File: src/rtl/seq_div16by8.sv
`default_nettype none
// +------------------------------------------------------------------------+
// | seq_div16by8: restoring divider, 16/8 -> 16-bit quotient, 8-bit rem    |
// | Rev 1.0 - initial release                                              |
// +------------------------------------------------------------------------+
module seq_div16by8 #(
  parameter int DW = 16,
  parameter int VW = 8
) (
  input  logic          clk,
  input  logic          rst,
  input  logic          start,
  input  logic [DW-1:0] dividend,
  input  logic [VW-1:0] divisor,
  output logic          ready,
  output logic          done,
  output logic [DW-1:0] quotient,
  output logic [VW-1:0] remainder,
  output logic          ovf,
  output logic          div_by_zero
);

  localparam int CW = $clog2(DW);
  localparam logic [1:0] ST_IDLE = 2'd0;
  localparam logic [1:0] ST_RUN  = 2'd1;
  localparam logic [1:0] ST_DONE = 2'd2;
  localparam logic [CW-1:0] CNT_LAST = CW'(DW - 1);

  logic [1:0]    state_q, state_d;
  logic [DW-1:0] dvd_q, dvd_d;
  logic [VW-1:0] dvs_q, dvs_d;
  logic [VW:0]   prem_q, prem_d;
  logic [CW-1:0] cnt_q, cnt_d;
  logic [DW-1:0] quotient_q, quotient_d;
  logic [VW-1:0] remainder_q, remainder_d;
  logic          ovf_q, ovf_d;
  logic          dbz_q, dbz_d;

  logic [VW+1:0] shifted;
  logic [VW+1:0] trial;
  logic          dvs_zero;
  logic          ge;
  logic [VW:0]   prem_nxt;
  logic [DW-1:0] quo_nxt;

  always_comb begin
    shifted  = {prem_q, dvd_q[DW-1]};
    trial    = shifted - {2'b00, dvs_q};
    dvs_zero = (dvs_q == '0);
    // A zero divisor lets the partial remainder grow past 9 bits' sign range,
    // so the subtraction sign is ignored and every quotient bit is forced to 1.
    ge       = ~trial[VW+1] | dvs_zero;
    prem_nxt = ge ? trial[VW:0] : shifted[VW:0];
    quo_nxt  = {dvd_q[DW-2:0], ge};

    state_d     = state_q;
    dvd_d       = dvd_q;
    dvs_d       = dvs_q;
    prem_d      = prem_q;
    cnt_d       = cnt_q;
    quotient_d  = quotient_q;
    remainder_d = remainder_q;
    ovf_d       = ovf_q;
    dbz_d       = dbz_q;

    case (state_q)
      ST_IDLE: begin
        if (start) begin
          dvd_d   = dividend;
          dvs_d   = divisor;
          prem_d  = '0;
          cnt_d   = '0;
          state_d = ST_RUN;
        end
      end
      ST_RUN: begin
        dvd_d  = quo_nxt;
        prem_d = prem_nxt;
        cnt_d  = cnt_q + CW'(1);
        if (cnt_q == CNT_LAST) begin
          quotient_d  = quo_nxt;
          remainder_d = prem_nxt[VW-1:0];
          ovf_d       = ~dvs_zero & (|quo_nxt[DW-1:VW]);
          dbz_d       = dvs_zero;
          state_d     = ST_DONE;
        end
      end
      ST_DONE: state_d = ST_IDLE;
      default: state_d = ST_IDLE;
    endcase
  end

  always_ff @(posedge clk) begin
    if (rst) begin
      state_q     <= ST_IDLE;
      dvd_q       <= '0;
      dvs_q       <= '0;
      prem_q      <= '0;
      cnt_q       <= '0;
      quotient_q  <= '0;
      remainder_q <= '0;
      ovf_q       <= 1'b0;
      dbz_q       <= 1'b0;
    end else begin
      state_q     <= state_d;
      dvd_q       <= dvd_d;
      dvs_q       <= dvs_d;
      prem_q      <= prem_d;
      cnt_q       <= cnt_d;
      quotient_q  <= quotient_d;
      remainder_q <= remainder_d;
      ovf_q       <= ovf_d;
      dbz_q       <= dbz_d;
    end
  end

  assign ready       = (state_q == ST_IDLE);
  assign done        = (state_q == ST_DONE);
  assign quotient    = quotient_q;
  assign remainder   = remainder_q;
  assign ovf         = ovf_q;
  assign div_by_zero = dbz_q;

endmodule
`default_nettype wire

File: config.mk
export PLATFORM = sky130hd
export DESIGN_NAME = seq_div16by8
export DESIGN_NICKNAME = d
export VERILOG_FILES = /design/src/rtl/seq_div16by8.sv
export SDC_FILE = /design/constraint.sdc
export NUM_CORES = 1
export LEC_CHECK = 0
export ABC_AREA = 1
export CAP_MARGIN = 0
export CORE_MARGIN = 2
export CORE_UTILIZATION = 50
export DETAILED_ROUTE_END_ITERATION = 10
export PLACE_DENSITY = 0.77
export SYNTH_ARGS = -nofsm -noshare
export SYNTH_HDL_FRONTEND = slang
export SYNTH_SLANG_ARGS = --single-unit
File: constraint.sdc
create_clock -name clk -period 5.95 [get_ports clk]
set_clock_uncertainty 0.2 [all_clocks]
set_input_delay 1.785 -clock clk [delete_from_list [all_inputs] [get_ports clk]]
set_output_delay 1.785 -clock clk [all_outputs]
set_load 0.1 [all_outputs]
==> metrics, run 1 <==
result of the run complete, no violations; Initial Util 51.28%; overall track demand over capacity in global routing 22.73%; Max Clock Freq 0.2508 GHz; number of failing hold endpoints at the final stage 0; count of yosys warnings during synthesis 0; HPWL after detailed placement 5.052 mm; path type of the worst setup path primary input to register; number of cells in the design after placement 492; vertical extent of the die 81.47 um; number of iterations in the first detailed-routing pass 5; leakage 1.500 nW; number of synthesized flops with an enable pin 0; hold bufs inserted after CTS 0; delay-heaviest family, CP buffers and inverters; Final #Nets 465; Critical path origin rst; worst slew margin relative to its limit 23.99%; post-synth net total 416; routability-driven placement congestion ratio 0.9380; number of distinct library cells after synthesis 30; drt via density 5.434; portion of synthesized cell area occupied by the leading cell type 43.37%; element type at the critical path end register; worst slack after detailed placement 1.630 ns; clock tree from TritonCTS yes; final period demand of the worst path 3.988 ns; clock-pin slew on the worst setup and hold paths 0.07 ns; count of clock tree sinks 65; count of H-tree levels built during CTS 3; Cell Chain, Critical Path clkdlybuf4s50_1, inv_1, buf_4, o21ai_0, a21oi_1; worst-path maximum fanout 44; unrepaired setup endpoints after global routing false; max-slew violation count 0; number of nets with antenna violations after detailed routing 0; Placeable Area 5851 sq um; final worst slack 1.962 ns; worst endpoint data arrival time 4.05 ns; critical path data required time 6.01 ns; routed wire length 7.155 mm; share of layout cells above drive strength 1 10.42%; number of failing setup endpoints in the final timing report 0; Clock Root Buffer clkbuf_8; origin of the critical flop-to-flop path dvs_q[6]; share of synthesized area occupied by flip-flops and latches 43.37%; final std cells w/o fill 507; Post-Syn Area per Cell 7.917 sq um; worst hold start cnt_q[3]; worst hold-check slack 0.2687 ns; Total Die Area 6637 sq um; buffers and inverters on the worst path 3; async set-or-reset flop fraction in the synthesized netlist 0%; Iter 0 DRT Violations 208; PortBufs 54; I/O pin count 55; largest net degree at the start of global routing 45; Diodes inserted 0; Gate Count Post-Synth 379; initial antenna violation count 0; standard-cell rows 28; kind of path behind the tightest hold check register to register; total standard cell area after synthesis 3000 sq um; cells taking the most area after synthesis dfxtp_1 43%, a21oi_1 8.5%, nand2_1 6.8%; flip-flop and latch count after synthesis 65; largest incremental delay on the critical path 1.01 ns; highest-delay cell along the critical path inv_1; post-CTS setup repair buffer count 0; growth of design area from synthesis to finish 24.10%; post-cts sizing count 0; GR Overflow Total 0; DR WL/cell 14.11 um; largest area contributor in the synthesized netlist dfxtp_1; Via Count 2,755; chip width 81.47 um; total power divided by cell area 343.1 nW/um^2; Worst Tran Pin Value 1.139 ns; number of clock buffers inserted by TritonCTS 9; drc violations 0; wire length of the first global-routing pass 11.56 mm; number of maximum-capacitance constraint violations 0; DP Area 3561 sq um; Max IR drop VDD 0.2353 mV; fill cell instance count of the final layout 509; Design Area, Final 3724 sq um; number of global-route vias before repair 2,502; deepest clock path buffer count 2; startpoint kind of the worst setup timing path primary input; Final period util 67.02%; Worst-Skew Late Latency 0.34 ns; primary flip-flop cell chosen by synthesis mapping dfxtp_1; setup total negative slack 0 ns
==> per-stage QoR <==
stage	power (mW)	util, %
floorplan	0.8674	-
global placement	0.9466	60.86
detailed placement	0.9560	60.86
CTS	1.274	63.64
global route	1.353	63.64
finish	1.278	63.64
==> routing by layer <==
| layer | vias up | wire (um) | track usage [%] | part of all wire, % |
|---|---|---|---|---|
| met2 | 86 | 3195 | 35.16 | 45 |
| met4 | 0 | 125 | 9.153 | 1.7 |
| met5 | - | 0 | 0 | 0 |
| met1 | 1255 | 3473 | 31.30 | 49 |
| met3 | 14 | 360 | 4.286 | 5.0 |
| li1 | 1400 | - | - | - |
==> kinds of logic after synthesis <==
logic type / count (synthesis) / synth area share [%]
AO/OA/AOI/OAI: 111 / 21.43
XOR/XNOR: 5 / 1.460
adder cells (fa/ha/maj): 10 / 4.420
buffers and inverters: 64 / 8.966
flip-flops: 65 / 43.37
AND/OR/NAND/NOR: 124 / 20.35
==> final timing paths <==
check,to,slack [ns],cells after the start
worst min register to register,cnt_q[3],0.27,2
worst max register to register,prem_q[7],3.50,12
worst max-delay path,cnt_q[3],1.96,5
worst min-delay path,cnt_q[3],0.27,2
==> registers in the layout, summed over array words and instances (netlist names) <==
| signal | cells |
|---|---|
| dvd_q | 16 |
| quotient | 16 |
| prem_q | 9 |
| dvs_q | 8 |
| remainder | 8 |
| cnt_q | 4 |
| state_q | 2 |
| div_by_zero | 1 |
| ovf | 1 |
==> cell usage after synthesis, types with 2 or more instances <==
cell type	n
nor4_2	2
buf_6	2
nand3_1	27
xnor2_1	2
nand3_2	4
a21oi_1	51
inv_1	42
nand4_1	7
nor2_2	3
o21ai_0	32
nand2_1	54
xor2_1	3
buf_2	5
dfxtp_1	65
inv_2	2
o221ai_1	15
nand2_2	11
a21oi_2	4
nor2_1	13
ha_1	9
buf_4	2
clkbuf_1	11
a31oi_1	6
==> cell usage in the layout (no fill, tap or decap), types with 4 or more instances in the layout <==
master and count:
nand3_1 27, clkbuf_8 10, nand2_1 54, ha_1 9, nand4_1 7, o21ai_0 32
inv_1 42, buf_4 4, nand3_2 4, dfxtp_1 65, clkdlybuf4s50_1 54, nor2_1 13
nand2_2 11, a21oi_1 51, a21oi_2 4, o221ai_1 15, a31oi_1 6
==> final cells by class <==
type | instances | area, sq um | share of cell area (%)
timing repair buffer | 58 | 570.5 | 15.32
clock inverter | 3 | 17.52 | 0.4704
inverter | 44 | 165.2 | 4.435
sequential | 65 | 1301 | 34.95
clock buffer | 12 | 145.1 | 3.898
multi-input combinational | 250 | 1430 | 38.41
tap | 75 | 93.84 | 2.520
==> power by group <==
| part | internal (mW) | switching [mW] | total (mW) |
|---|---|---|---|
| Sequential | 0.467 | 0.0253 | 0.492 |
| Combinational | 0.162 | 0.304 | 0.466 |
| Clock | 0.159 | 0.161 | 0.320 |
| Total | 0.788 | 0.490 | 1.28 |
==> tightest hold or removal path, delay by kind of cell, from the launching register on <==
family / cells / cell delay, ns
DFF: 1 / 0.31
and+or+nand+nor: 1 / 0.06
AOI/OAI and AO/OA: 1 / 0.06
Power figures use the tool's default switching activity.
==> run 2: changes to the inputs <==
--- a/config.mk
+++ b/config.mk
@@ -8,9 +8,9 @@
 export ABC_AREA = 1
 export CAP_MARGIN = 0
 export CORE_MARGIN = 2
-export CORE_UTILIZATION = 50
+export CORE_UTILIZATION = 47
 export DETAILED_ROUTE_END_ITERATION = 10
-export PLACE_DENSITY = 0.77
+export PLACE_DENSITY = 0.76
 export SYNTH_ARGS = -nofsm -noshare
 export SYNTH_HDL_FRONTEND = slang
 export SYNTH_SLANG_ARGS = --single-unit
==> constraint.sdc (replaced) <==
create_clock -name clk -period 3.4 [get_ports clk]
set_clock_uncertainty 0.2 [all_clocks]
set_input_delay 1.02 -clock clk [delete_from_list [all_inputs] [get_ports clk]]
set_output_delay 1.02 -clock clk [all_outputs]
set_load 0.1 [all_outputs]
==> run 2 against run 1 <==
Compared with the run above: clock power is 140% higher; first-iteration DRC count decreased by 13%; non-clock buffer count is 2 higher; setup slack worse by 0.91 ns; global-route usage down 1.8 points; critical path depth shrank 2; sequential power rose by 75%; clock-buffer cell count unchanged; critical endpoint is now done.
==> metrics, run 2 (synthesized netlist as in run 1, its figures left out) <==
highest layer used for signal routing met4 (unchanged); met3 layer wire length in the routed design 365 um (was 360 um); switching power 0.8665 mW (was 0.4897 mW); startpoint kind of the worst setup timing path register (was primary input); final period demand of the worst path 2.349 ns; Final #Nets 467 (was 465); Iter 0 DRT Violations 180 (was 208); hold bufs inserted after CTS 0 (unchanged); number of maximum-capacitance constraint violations 0 (unchanged); Design Area, Final 3747 sq um (was 3724 sq um); routability-driven placement congestion ratio 0.8826 (was 0.9380); deepest clock path buffer count 2 (unchanged); chip width 83.90 um (was 81.47 um); wire length the detailed router placed on met1 3.157 mm (was 3.473 mm); Placeable Area 6277 sq um (was 5851 sq um); worst-path maximum fanout 2 (was 44); initial antenna violation count 0 (unchanged); setup total negative slack 0 ns (unchanged); number of cells on the worst reg-to-reg path 12 (unchanged); switching part of the total power 35.49% (was 38.33%); number of failing hold endpoints at the final stage 0 (unchanged); Max Clock Freq 0.4258 GHz; number of global-route vias before repair 2,533 (was 2,502); vertical extent of the die 83.90 um (was 81.47 um); Design Power 2.441 mW (was 1.278 mW); Worst Tran Pin Value 0.5086 ns (was 1.139 ns); Diodes inserted 0 (unchanged); drt via density 5.465 (was 5.434); total power divided by cell area 651.4 nW/um^2 (was 343.1 nW/um^2); drc violations 0 (unchanged); critical path data required time 2.18 ns (was 6.01 ns); Total Die Area 7039 sq um (was 6637 sq um); path type of the worst setup path register to output port (was primary input to register); number of failing setup endpoints in the final timing report 0 (unchanged); Worst Hold Path Cells 2 (unchanged); I/O pin count 55 (unchanged); leakage 1.606 nW (was 1.500 nW); element type at the critical path end output port (was register); most frequent cells in the layout 65 x dfxtp_1, 54 x nand2_1, 51 x a21oi_1 (was 65 x dfxtp_1, 54 x nand2_1, 54 x clkdlybuf4s50_1); count of clock tree sinks 65 (unchanged); internal power contribution 1.575 mW (was 0.7880 mW); Critical path origin state_q[1] (was rst); Worst setup endpoint done (was cnt_q[3]); largest net degree at the start of global routing 45 (unchanged); Max IR drop VDD 0.4575 mV (was 0.2353 mV); Final period util 69.08%; worst slack after detailed placement 0.7615 ns (was 1.630 ns); PortBufs 54 (unchanged); number of nets with antenna violations after detailed routing 0 (unchanged); clock-pin slew on the worst setup and hold paths 0.07 ns (about the same); GR Overflow Total 0 (unchanged); DR WL/cell 14.18 um (was 14.11 um); commonest non-fill, non-tap cell in the layout dfxtp_1 (unchanged); power share of the sequential group 35.3% (was 38.5%); unrepaired setup endpoints after global routing false (unchanged); standard-cell rows 29 (was 28); origin of the critical flop-to-flop path dvs_q[4] (was dvs_q[6]); worst endpoint data arrival time 1.13 ns (was 4.05 ns); Worst-Skew Late Latency 0.34 ns (about the same); result of the run complete, no violations (unchanged); Via Count 2,798 (was 2,755); count of H-tree levels built during CTS 3 (unchanged); max-slew violation count 0 (unchanged); post-layout util 59.70% (was 63.64%); overall track demand over capacity in global routing 20.94% (was 22.73%); routed wire length 7.260 mm (was 7.155 mm); number of clock buffers inserted by TritonCTS 9 (unchanged); endpoint of the worst-slack reg-to-reg timing path prem_q[5] (was prem_q[7]); fill cell instance count of the final layout 550 (was 509); post-cts sizing count 0 (unchanged); DP Area 3508 sq um (was 3561 sq um); Clock Root Buffer clkbuf_8 (unchanged); detailed route wirelength on metal2 3.599 mm (was 3.195 mm); HPWL after detailed placement 4.956 mm (was 5.052 mm); number of iterations in the first detailed-routing pass 5 (unchanged); Reg2Reg Setup Slack 1.07 ns (was 3.50 ns); post-CTS setup repair buffer count 0 (unchanged); clock tree from TritonCTS yes (unchanged); kind of path behind the tightest hold check register to register (unchanged); Initial Util 47.80% (was 51.28%); growth of design area from synthesis to finish 24.90% (was 24.10%); final worst slack 1.051 ns (was 1.962 ns); power share of the combinational group 33.0% (was 36.5%); clock power share 31.7% (was 25.0%); share of layout cells above drive strength 1 17.93% (was 10.42%); wire length of the first global-routing pass 11.79 mm (was 11.56 mm); worst slew margin relative to its limit 66.05% (was 23.99%)
run 2: cell count changes in the layout (fill, tap and decap cells not counted), sizes merged:
cell and change:
bufinv +2, clkdlybuf4s50 -28, buf +30, clkinvlp -1
run 2: layer usage:
layer  vias up  track usage, %
met4         0           8.651
met2        78           34.91
met5         -               0
met3        12           4.847
met1      1303           26.04
li1       1405               -
run 2: worst min-delay path by stage:
| stage | from | end | slack (ns) |
|---|---|---|---|
| floorplan | cnt_q[3] | cnt_q[3] | 0.24 |
| global placement | cnt_q[3] | cnt_q[3] | 0.25 |
| detailed placement | cnt_q[3] | cnt_q[3] | 0.26 |
| CTS | cnt_q[3] | cnt_q[3] | 0.27 |
| global route | cnt_q[3] | cnt_q[3] | 0.28 |
| finish | cnt_q[3] | cnt_q[3] | 0.27 |
run 2: through the flow:
stage,std cells,hold WS (ns)
2_1_floorplan,379,0.2435
3_3_place_gp,496,0.2536
3_5_place_dp,496,0.2593
4_1_cts,512,0.2692
5_1_grt,512,0.2784
6_report,512,0.2684
run 2: layout make-up:
type	count	area, sq um	area share, %
Inverter	44	165.2	4.407
Sequential cell	65	1301	34.72
Tap cell	77	96.34	2.571
Clock buffer	12	165.2	4.407
Multi-Input combinational cell	250	1430	38.16
Timing Repair Buffer	60	515.5	13.76
Clock inverter	4	73.82	1.970
run 2: power groups by stage:
stage	Combinational, mW	Clock [mW]	Sequential, mW
2_1_floorplan	0.655	0	0.863
3_3_place_gp	0.775	0	0.876
3_5_place_dp	0.788	0	0.877
4_1_cts	0.798	0.787	0.861
5_1_grt	0.886	0.821	0.868
6_report	0.806	0.773	0.862
run 2: worst max-delay path, cell delays in order, from the launching register on:
cell and delay (ns):
dfxtp_1 0.34, inv_1 0.07, nor2_1 0.09, buf_4 0.29
